**src/rtl/mem_word_master.sv**
```systemverilog
// mem_word_master: turns one 16-bit or 8-bit core request into little-endian byte
// accesses on a memory with one-cycle registered read latency.
module mem_word_master #(
    parameter int ADDR_W = 16
) (
    input  logic              mwm_clk,
    input  logic              mwm_rst,
    input  logic              cpu_req,
    input  logic              cpu_we,
    input  logic              cpu_byte,
    input  logic [ADDR_W-1:0] cpu_addr,
    input  logic [15:0]       cpu_wdata,
    output logic [15:0]       cpu_rdata,
    output logic              cpu_ready,
    output logic              cpu_done,
    output logic [ADDR_W-1:0] mem_addr_out,
    output logic [7:0]        mem_wdata_out,
    input  logic [7:0]        mem_rdata_in,
    output logic              mem_rd_en,
    output logic              mem_wr_en
);
    typedef enum logic [2:0] {IDLE, RD_LO, RD_HI, RD_CAP, WR_LO, WR_HI, DONE} state_t;
    state_t            state;
    logic [ADDR_W-1:0] addr_q;
    logic [7:0]        wd_hi_q;
    logic [7:0]        lo_q;
    logic              byte_q;
    // Outputs are registered for the state being entered, so each cycle's
    // memory strobes come straight from flops.
    always_ff @(posedge mwm_clk) begin
        if (mwm_rst) begin
            state         <= IDLE;
            addr_q        <= '0;
            wd_hi_q       <= '0;
            lo_q          <= '0;
            byte_q        <= 1'b0;
            cpu_rdata     <= '0;
            cpu_ready     <= 1'b1;
            cpu_done      <= 1'b0;
            mem_addr_out  <= '0;
            mem_wdata_out <= '0;
            mem_rd_en     <= 1'b0;
            mem_wr_en     <= 1'b0;
        end else begin
            cpu_ready     <= 1'b0;
            cpu_done      <= 1'b0;
            mem_addr_out  <= '0;
            mem_wdata_out <= '0;
            mem_rd_en     <= 1'b0;
            mem_wr_en     <= 1'b0;
            case (state)
                IDLE: begin
                    cpu_ready <= 1'b1;
                    if (cpu_req) begin
                        addr_q        <= cpu_addr;
                        wd_hi_q       <= cpu_wdata[15:8];
                        byte_q        <= cpu_byte;
                        cpu_ready     <= 1'b0;
                        state         <= cpu_we ? WR_LO : RD_LO;
                        mem_addr_out  <= cpu_addr;
                        mem_wdata_out <= cpu_we ? cpu_wdata[7:0] : 8'h00;
                        mem_wr_en     <= cpu_we;
                        mem_rd_en     <= !cpu_we;
                    end
                end
                RD_LO: begin
                    state        <= byte_q ? RD_CAP : RD_HI;
                    mem_addr_out <= byte_q ? '0 : addr_q + ADDR_W'(1);
                    mem_rd_en    <= !byte_q;
                end
                RD_HI: begin
                    lo_q  <= mem_rdata_in;
                    state <= RD_CAP;
                end
                RD_CAP: begin
                    cpu_rdata <= byte_q ? {8'h00, mem_rdata_in} : {mem_rdata_in, lo_q};
                    cpu_done  <= 1'b1;
                    state     <= DONE;
                end
                WR_LO: begin
                    state         <= byte_q ? DONE : WR_HI;
                    cpu_done      <= byte_q;
                    mem_addr_out  <= byte_q ? '0 : addr_q + ADDR_W'(1);
                    mem_wdata_out <= byte_q ? 8'h00 : wd_hi_q;
                    mem_wr_en     <= !byte_q;
                end
                WR_HI: begin
                    cpu_done <= 1'b1;
                    state    <= DONE;
                end
                DONE: begin
                    cpu_ready <= 1'b1;
                    state     <= IDLE;
                end
                default: begin
                    cpu_ready <= 1'b1;
                    state     <= IDLE;
                end
            endcase
        end
    end
endmodule

```
**config.mk**
```make
export PLATFORM = sky130hd
export DESIGN_NAME = mem_word_master
export DESIGN_NICKNAME = d
export VERILOG_FILES = /design/src/rtl/mem_word_master.sv
export SDC_FILE = /design/constraint.sdc
export NUM_CORES = 1
export LEC_CHECK = 0
export ABC_AREA = 1
export CORE_ASPECT_RATIO = 1.75
export CORE_MARGIN = 3
export CORE_UTILIZATION = 45
export CTS_BUF_LIST = sky130_fd_sc_hd__clkbuf_8
export CTS_CLUSTER_SIZE = 8
export DETAILED_ROUTE_END_ITERATION = 10
export MAX_ROUTING_LAYER = met4
export PLACE_DENSITY = 0.78
export SLEW_MARGIN = 30
export SYNTH_ARGS = -nofsm -noshare
export SYNTH_HDL_FRONTEND = slang
export SYNTH_SLANG_ARGS = --single-unit
```
**constraint.sdc**
```tcl
create_clock -name mwm_clk -period 1.4 [get_ports mwm_clk]
set_clock_uncertainty 0.15 [all_clocks]
set_input_delay 0.28 -clock mwm_clk [delete_from_list [all_inputs] [get_ports mwm_clk]]
set_output_delay 0.28 -clock mwm_clk [all_outputs]
set_load 0.01 [all_outputs]
```
==> flow_summary_export.csv, run 1 <==
group,metric,value,unit
worst_setup_path,critical_path.top_delay_family,"simple AND/OR/NAND/NOR gates",
sta,fin_ws,5.25,ps
worst_hold_path,hold_path.class,"in2reg",
floorplan,coreArea,6960,um2
clock_network,clock_path_buffers,2,
route,first_iter_violations,360,
clock_network,htreeDepth,3,
floorplan,num_io_pins,89,
sta,finalMaxSlewViolations,0,
logic_synthesis,synth_top_family_by_area,"simple AND/OR/NAND/NOR gates",
logic_synthesis,synth_cell_type_count,34,
sta,worst_pin_slew,355,ps
logic_synthesis,synthTopCellsByArea,"dfxtp_1 49%, nand2_1 12%, a21oi_1 7.5%",
floorplan,die-width,70.4,um
placed_design,place_ws,-282,ps
logic_synthesis,ys.flop_type,"dfxtp_1",
global_route,grt_pass1_vias,3377,
logic_synthesis,synth_fa_ha_area_share,0.383,%
sta,max_freq,717,MHz
global_route,grt_overflow_total,0,
route,wl_per_cell,15.2,um
logic_synthesis,synth_seq_cells,80,
clock_network,cts.sinks,80,
sta,relSlewSlack,76.3,%
power,leakage,0.00196,uW
worst_setup_path,cpPeakStageDelay,370,ps
cells_and_area,n_antenna_cell,0,
run,drv_cap,0,
sta,timing.hold.ws,136,ps
logic_synthesis,synth.top_cell.area_share,49.0,%
cells_and_area,drive_above_1_share,26.6,%
worst_setup_path,start_kind,"register",
power,vdd_drop_max,0.991,mV
clock_network,holdBufCountCts,0,
cells_and_area,fin_nets,589,
sta,min_period,1390,ps
global_route,antenna_found_initial,0,
placed_design,io_buffer_count,88,
logic_synthesis,syn_avg_cell_area,7.70,um2
global_route,gr-usage-all-layers,23.3,%
floorplan,num_rows,40,
clock_network,cts.reportedPaths.clkPinSlew,80,ps
global_route,grt_pass1_wl,15000,um
cells_and_area,syn_to_final_growth,47.9,%
floorplan,fp.dieH,119,um
logic_synthesis,synthMuxAreaShare,0,%
cells_and_area,fill_cells,553,
logic_synthesis,async_flop_share,0,%
logic_synthesis,yosysSeqAreaShare,49.0,%
route,final_antenna_net_count,0,
logic_synthesis,synth-simple-area-share,26.9,%
route,detailroute.via_count,3360,
logic_synthesis,synth-xor-area-share,0,%
clock_network,cts-root-buf,"clkbuf_8",
floorplan,initial_utilization,46.9,%
logic_synthesis,ys_warn_count,0,
outcome,status,"completed",
logic_synthesis,synth_cells,424,
route,drt-total-wl,9580,um
logic_synthesis,synth_top_area_cell,"dfxtp_1",
worst_setup_path,cp_cell_sequence,"nor2_4 -> nand2_4 -> inv_4 -> nand2_8 -> nor2_2 -> a22oi_1 -> nor2_1",
worst_setup_path,crit_type,"reg2reg",
worst_setup_path,crit_buf_inv,1,
logic_synthesis,syn_area,3270,um2
placed_design,place_area,4460,um2
worst_setup_path,critPathCaptureType,"register",
logic_synthesis,synth_nets,470,
global_route,grt_max_degree,34,
power,powerDensity,1620,nW/um2
logic_synthesis,synth_compound_area_share,16.8,%
sta,timing.final.hold_violations,0,
worst_setup_path,slowest_stage,"dfxtp_4",
logic_synthesis,synth_edf_count,0,
route,viasPerCell,5.33,
worst_setup_path,cp.arrival,1550,ps
cells_and_area,design_area,4830,um2
clock_network,cts_buffers,9,
cells_and_area,regArea,1630,um2
floorplan,die_area,8360,um2
sta,min_period_over_period,99.6,%
route,first_pass_iters,4,
cells_and_area,multi_input_area,1620,um2
worst_setup_path,worstPathRequired,1560,ps
clock_network,cts_tree,"built",
worst_setup_path,critPathMaxFanout,7,
cells_and_area,utilization,69.4,%
sta,setup_viol,0,
placed_design,hpwl,6650,um
sta,rsz0062_at_grt,"true",
placed_design,gp_congestion,0.850,
clock_network,insertion_delay,360,ps
route,drcViolationCount,0,
[sequential cells by signal, indices dropped and copies added, names as in the netlist, 3 cells and up]
register and count:
addr_q 16, mem_addr_out 16, cpu_rdata 16, mem_wdata_out 8, lo_q 8, wd_hi_q 8
state 3
[synthesized netlist by cell type (2+ instances only)]
cell      count
nand2_1     104
buf_6         2
nor2_1       45
dfxtp_1      80
a22oi_1       8
a31oi_1       9
o21ai_0      19
o211ai_1      3
inv_1        25
a21oi_1      49
or2_2         5
clkbuf_1      9
o21bai_1      4
inv_2         3
nor2_4        2
buf_2         3
buf_4         5
nand3_1      31
nand4_1       3
[cell type report]
| type | count | area share, % |
|---|---|---|
| well taps | 84 | 2.18 |
| clock inverters | 2 | 0.311 |
| clock buffers | 12 | 3.42 |
| repair buffers | 127 | 24.2 |
| multi-input cells | 296 | 33.6 |
| flip-flops and latches | 80 | 33.7 |
| inverters | 29 | 2.57 |
[worst min-delay path: stages]
cell,delay [ps]
buf_2,110
inv_1,90
nand3_1,100
inv_1,40
[path summary, 6_finish.rpt]
path               from               end  slack [ps]  cells past startpoint
min             mwm_rst          state[2]         140                      4
max reg2reg    state[2]  mem_wdata_out[6]           5                      7
max            state[2]  mem_wdata_out[6]           5                      7
min reg2reg  wd_hi_q[7]        wd_hi_q[7]         320                      2
[routing by layer]
metal | global-route usage (%) | vias up | part of all wire (%)
met4 | 13.7 | 0 | 3.4
met3 | 5.19 | 29 | 5.3
met1 | 21.3 | 1592 | 34
li1 | - | 1635 | -
met2 | 42.8 | 104 | 57
met5 | - | - | 0
[through the flow]
stage | setup TNS, ps | power [uW] | instances
floorplan | 0 | 4640 | 424
global placement | -12080 | 5870 | 612
detailed placement | -13160 | 5950 | 612
CTS | -3.71 | 7450 | 626
global route | -1600 | 8250 | 630
finish | 0 | 7830 | 630
[report_power, final]
part / total (uW) / switching, uW / internal [uW]
clock: 1590 / 816 / 770
sequential: 3070 / 314 / 2750
combinational: 3170 / 1710 / 1460
total: 7830 / 2840 / 4990
[cells in the final DEF, fill, tap and decap left out, types with 5 or more instances in the layout]
cell             instances
a21oi_1                 39
a21oi_2                 11
a22oi_1                  8
a31oi_1                  9
buf_4                   28
buf_6                    6
clkbuf_2                13
clkbuf_8                12
clkdlybuf4s15_1         15
clkdlybuf4s50_1         43
dfxtp_1                 67
dfxtp_2                  9
dlygate4sd2_1           13
inv_1                   23
nand2_1                 94
nand2_2                  7
nand2_4                  5
nand3_1                 26
nand3_2                  6
nor2_1                  35
nor2_2                   8
nor2_4                   6
o21ai_0                  9
o21ai_1                  7
or2_2                    5
[timing repair]
| action | CTS | global route |
|---|---|---|
| pin swaps | 2 | 27 |
| cloned | 0 | 2 |
| gates resized for setup | 82 | 97 |
| endpoints found under the setup margin | 68 | 82 |
| buffers inserted | 0 | 2 |
| hold endpoints to repair | 0 | 0 |
[logic make-up after synthesis]
logic type,count (synthesis)
and+or+nand+nor,198
AOI/OAI and AO/OA,96
DFF,80
buffers and inverters,49
adders and majority gates,1
Note: power is estimated with default switching activity, not from simulation.
==> run 2, diff against run 1 <==
--- a/config.mk
+++ b/config.mk
@@ -7,7 +7,6 @@
 export LEC_CHECK = 0
 export ABC_AREA = 1
 export CORE_ASPECT_RATIO = 1.75
-export CORE_MARGIN = 3
 export CORE_UTILIZATION = 45
 export CTS_BUF_LIST = sky130_fd_sc_hd__clkbuf_8
 export CTS_CLUSTER_SIZE = 8
==> run 2 against run 1 <==
Net effect: the run now ends with setup timing left; maximum frequency is 4.4% lower; core utilization is 2.4 points higher; combinational power increased by 9.5%; power grew 9.2%; final area up 3.4%; clock power up 27%; die area down 8.9%; final cell count grew 0.32%; largest power group unchanged.
==> flow_summary_export.csv, run 2 (synthesized netlist as in run 1, its figures left out) <==
group,metric,value,unit
floorplan,die_area,7610,um2
clock_network,insertion_delay,370,ps
floorplan,initial_utilization,46.9,%
clock_network,cts-root-buf,"clkbuf_8",
clock_network,cts_tree,"built",
sta,fin_ws,-59.4,ps
worst_setup_path,cp_cell_sequence,"inv_4 -> nand3_4 -> o21ai_4 -> clkbuf_16 -> nand3_1 -> a21oi_1",
cells_and_area,n_antenna_cell,0,
power,total_power,8550,uW
worst_setup_path,cp.depth,6,
worst_setup_path,crit_buf_inv,2,
outcome,status,"complete, but fails checks",
route,first_iter_violations,275,
global_route,gr-usage-all-layers,26.1,%
worst_hold_path,hold_path.class,"in2reg",
placed_design,io_buffer_count,88,
run,drv_cap,0,
cells_and_area,final_common_cell,"nand2_1",
worst_setup_path,slowest_stage,"dfxtp_4",
worst_hold_path,worstHoldPathCells,3,
worst_setup_path,cp.arrival,1600,ps
sta,max_freq,685,MHz
worst_setup_path,critPathCaptureType,"register",
floorplan,die-width,66.4,um
route,viasPerCell,5.33,
sta,rsz0062_at_grt,"true",
sta,timing.final.hold_violations,0,
clock_network,htreeDepth,3,
worst_setup_path,start_kind,"register",
route,wl_per_cell,15.3,um
sta,min_period_over_period,104,%
sta,setup_viol,16,
route,drt-total-wl,9640,um
power,leakage,0.00201,uW
global_route,grt_pass1_wl,14300,um
worst_setup_path,critical_path.top_delay_family,"compound AO/OA/AOI/OAI gates",
global_route,grt_overflow_total,0,
cells_and_area,drive_above_1_share,25.5,%
power,powerDensity,1710,nW/um2
worst_setup_path,critPathMaxFanout,8,
clock_network,cts.reportedPaths.clkPinSlew,90,ps
route,detailroute.via_count,3366,
global_route,grt_max_degree,39,
clock_network,cts.sinks,80,
route,first_pass_iters,5,
placed_design,hpwl,6240,um
floorplan,num_rows,40,
clock_network,clock_path_buffers,2,
cells_and_area,fill_cells,519,
worst_setup_path,crit_type,"reg2reg",
cells_and_area,top_regs,"addr_q: 16 flops, cpu_rdata: 16 flops, mem_addr_out: 16 flops",
sta,finalMaxSlewViolations,0,
floorplan,num_io_pins,89,
floorplan,coreArea,6960,um2
floorplan,fp.dieH,115,um
clock_network,holdBufCountCts,0,
sta,relSlewSlack,73.2,%
clock_network,cts_buffers,9,
cells_and_area,syn_to_final_growth,53.0,%
sta,min_period,1460,ps
power,vdd_drop_max,1.12,mV
sta,worst_pin_slew,403,ps
cells_and_area,fin_nets,590,
outcome,violations,"setup timing",
worst_setup_path,worstPathRequired,1540,ps
worst_setup_path,reg2regPathDepth,6,
worst_setup_path,cpPeakStageDelay,370,ps
global_route,antenna_found_initial,0,
sta,timing.hold.ws,223,ps
route,drcViolationCount,0,
cells_and_area,layout_common_cells,"98 x nand2_1, 68 x dfxtp_1, 44 x a21oi_1",
placed_design,gp_congestion,0.856,
global_route,grt_pass1_vias,3269,
route,final_antenna_net_count,0,
==> run 2: cell types whose count changed in the layout (fill, tap and decap cells not counted), moves of 4 or more <==
cell,previous run,this run
buf_4,28,24
o21ai_0,9,15
a21oi_2,11,6
a21oi_1,39,44
nand2_1,94,98
nand2_2,7,3
a22oi_1,8,3
a22oi_2,0,5
o21ai_1,7,3
==> run 2: power by group <==
part / switching [uW] / internal [uW] / leakage, uW / total, uW
logic: 1820 / 1650 / 0.00123 / 3470
registers: 315 / 2750 / 0.000658 / 3060
clock network: 849 / 1170 / 0.000117 / 2020
total: 2980 / 5570 / 0.00201 / 8550
==> run 2: routing by layer <==
metal	wire [um]	share of wire (%)	up-vias	GRT usage, %
met5	0	0	-	-
met4	390	4.0	0	15.7
met3	486	5.0	36	5.58
met2	5230	54	120	46.3
met1	3540	37	1572	24.8
li1	-	-	1638	-
==> run 2: final cells by class <==
type                    instances  area [um2]  share of cell area [%]
clock inverters                 6         110                    2.20
well taps                      84         105                    2.10
inverters                      29         129                    2.58
clock buffers                   9         124                    2.48
repair buffers                128        1280                    25.6
flip-flops and latches         80        1620                    32.5
multi-input cells             296        1630                    32.6
==> run 2: worst paths after layout <==
kind,to,startpoint,slack [ps]
worst max register to register,mem_addr_out[6],state[1],-60
worst min register to register,cpu_rdata[10],cpu_rdata[10],320
worst min-delay path,cpu_rdata[9],mwm_rst,220
worst max-delay path,mem_addr_out[6],state[1],-60
==> run 2: repair_timing <==
action	CTS	global route
gates resized for setup	86	82
setup buffers	1	5
setup endpoints to repair	80	87
pin swaps	5	19
cloned	1	4
==> run 2: worst reg2reg max path, cell delays in order, from the launching register on <==
cell	delay (ps)
dfxtp_4	370
inv_4	70
nand3_4	110
o21ai_4	230
clkbuf_16	200
nand3_1	80
a21oi_1	170
==> run 2: per-stage QoR <==
step / setup TNS (ps) / util (%) / std cells / setup WS (ps) / cell area (um2)
floorplan: 0 / - / 424 / 20.7 / 3270
global placement: -10210 / 63.4 / 607 / -284 / 4410
detailed placement: -11230 / 63.4 / 607 / -305 / 4410
CTS: -127 / 67.9 / 624 / -30.3 / 4720
global route: -2460 / 71.8 / 632 / -124 / 4990
finish: -226 / 71.8 / 632 / -59.4 / 4990
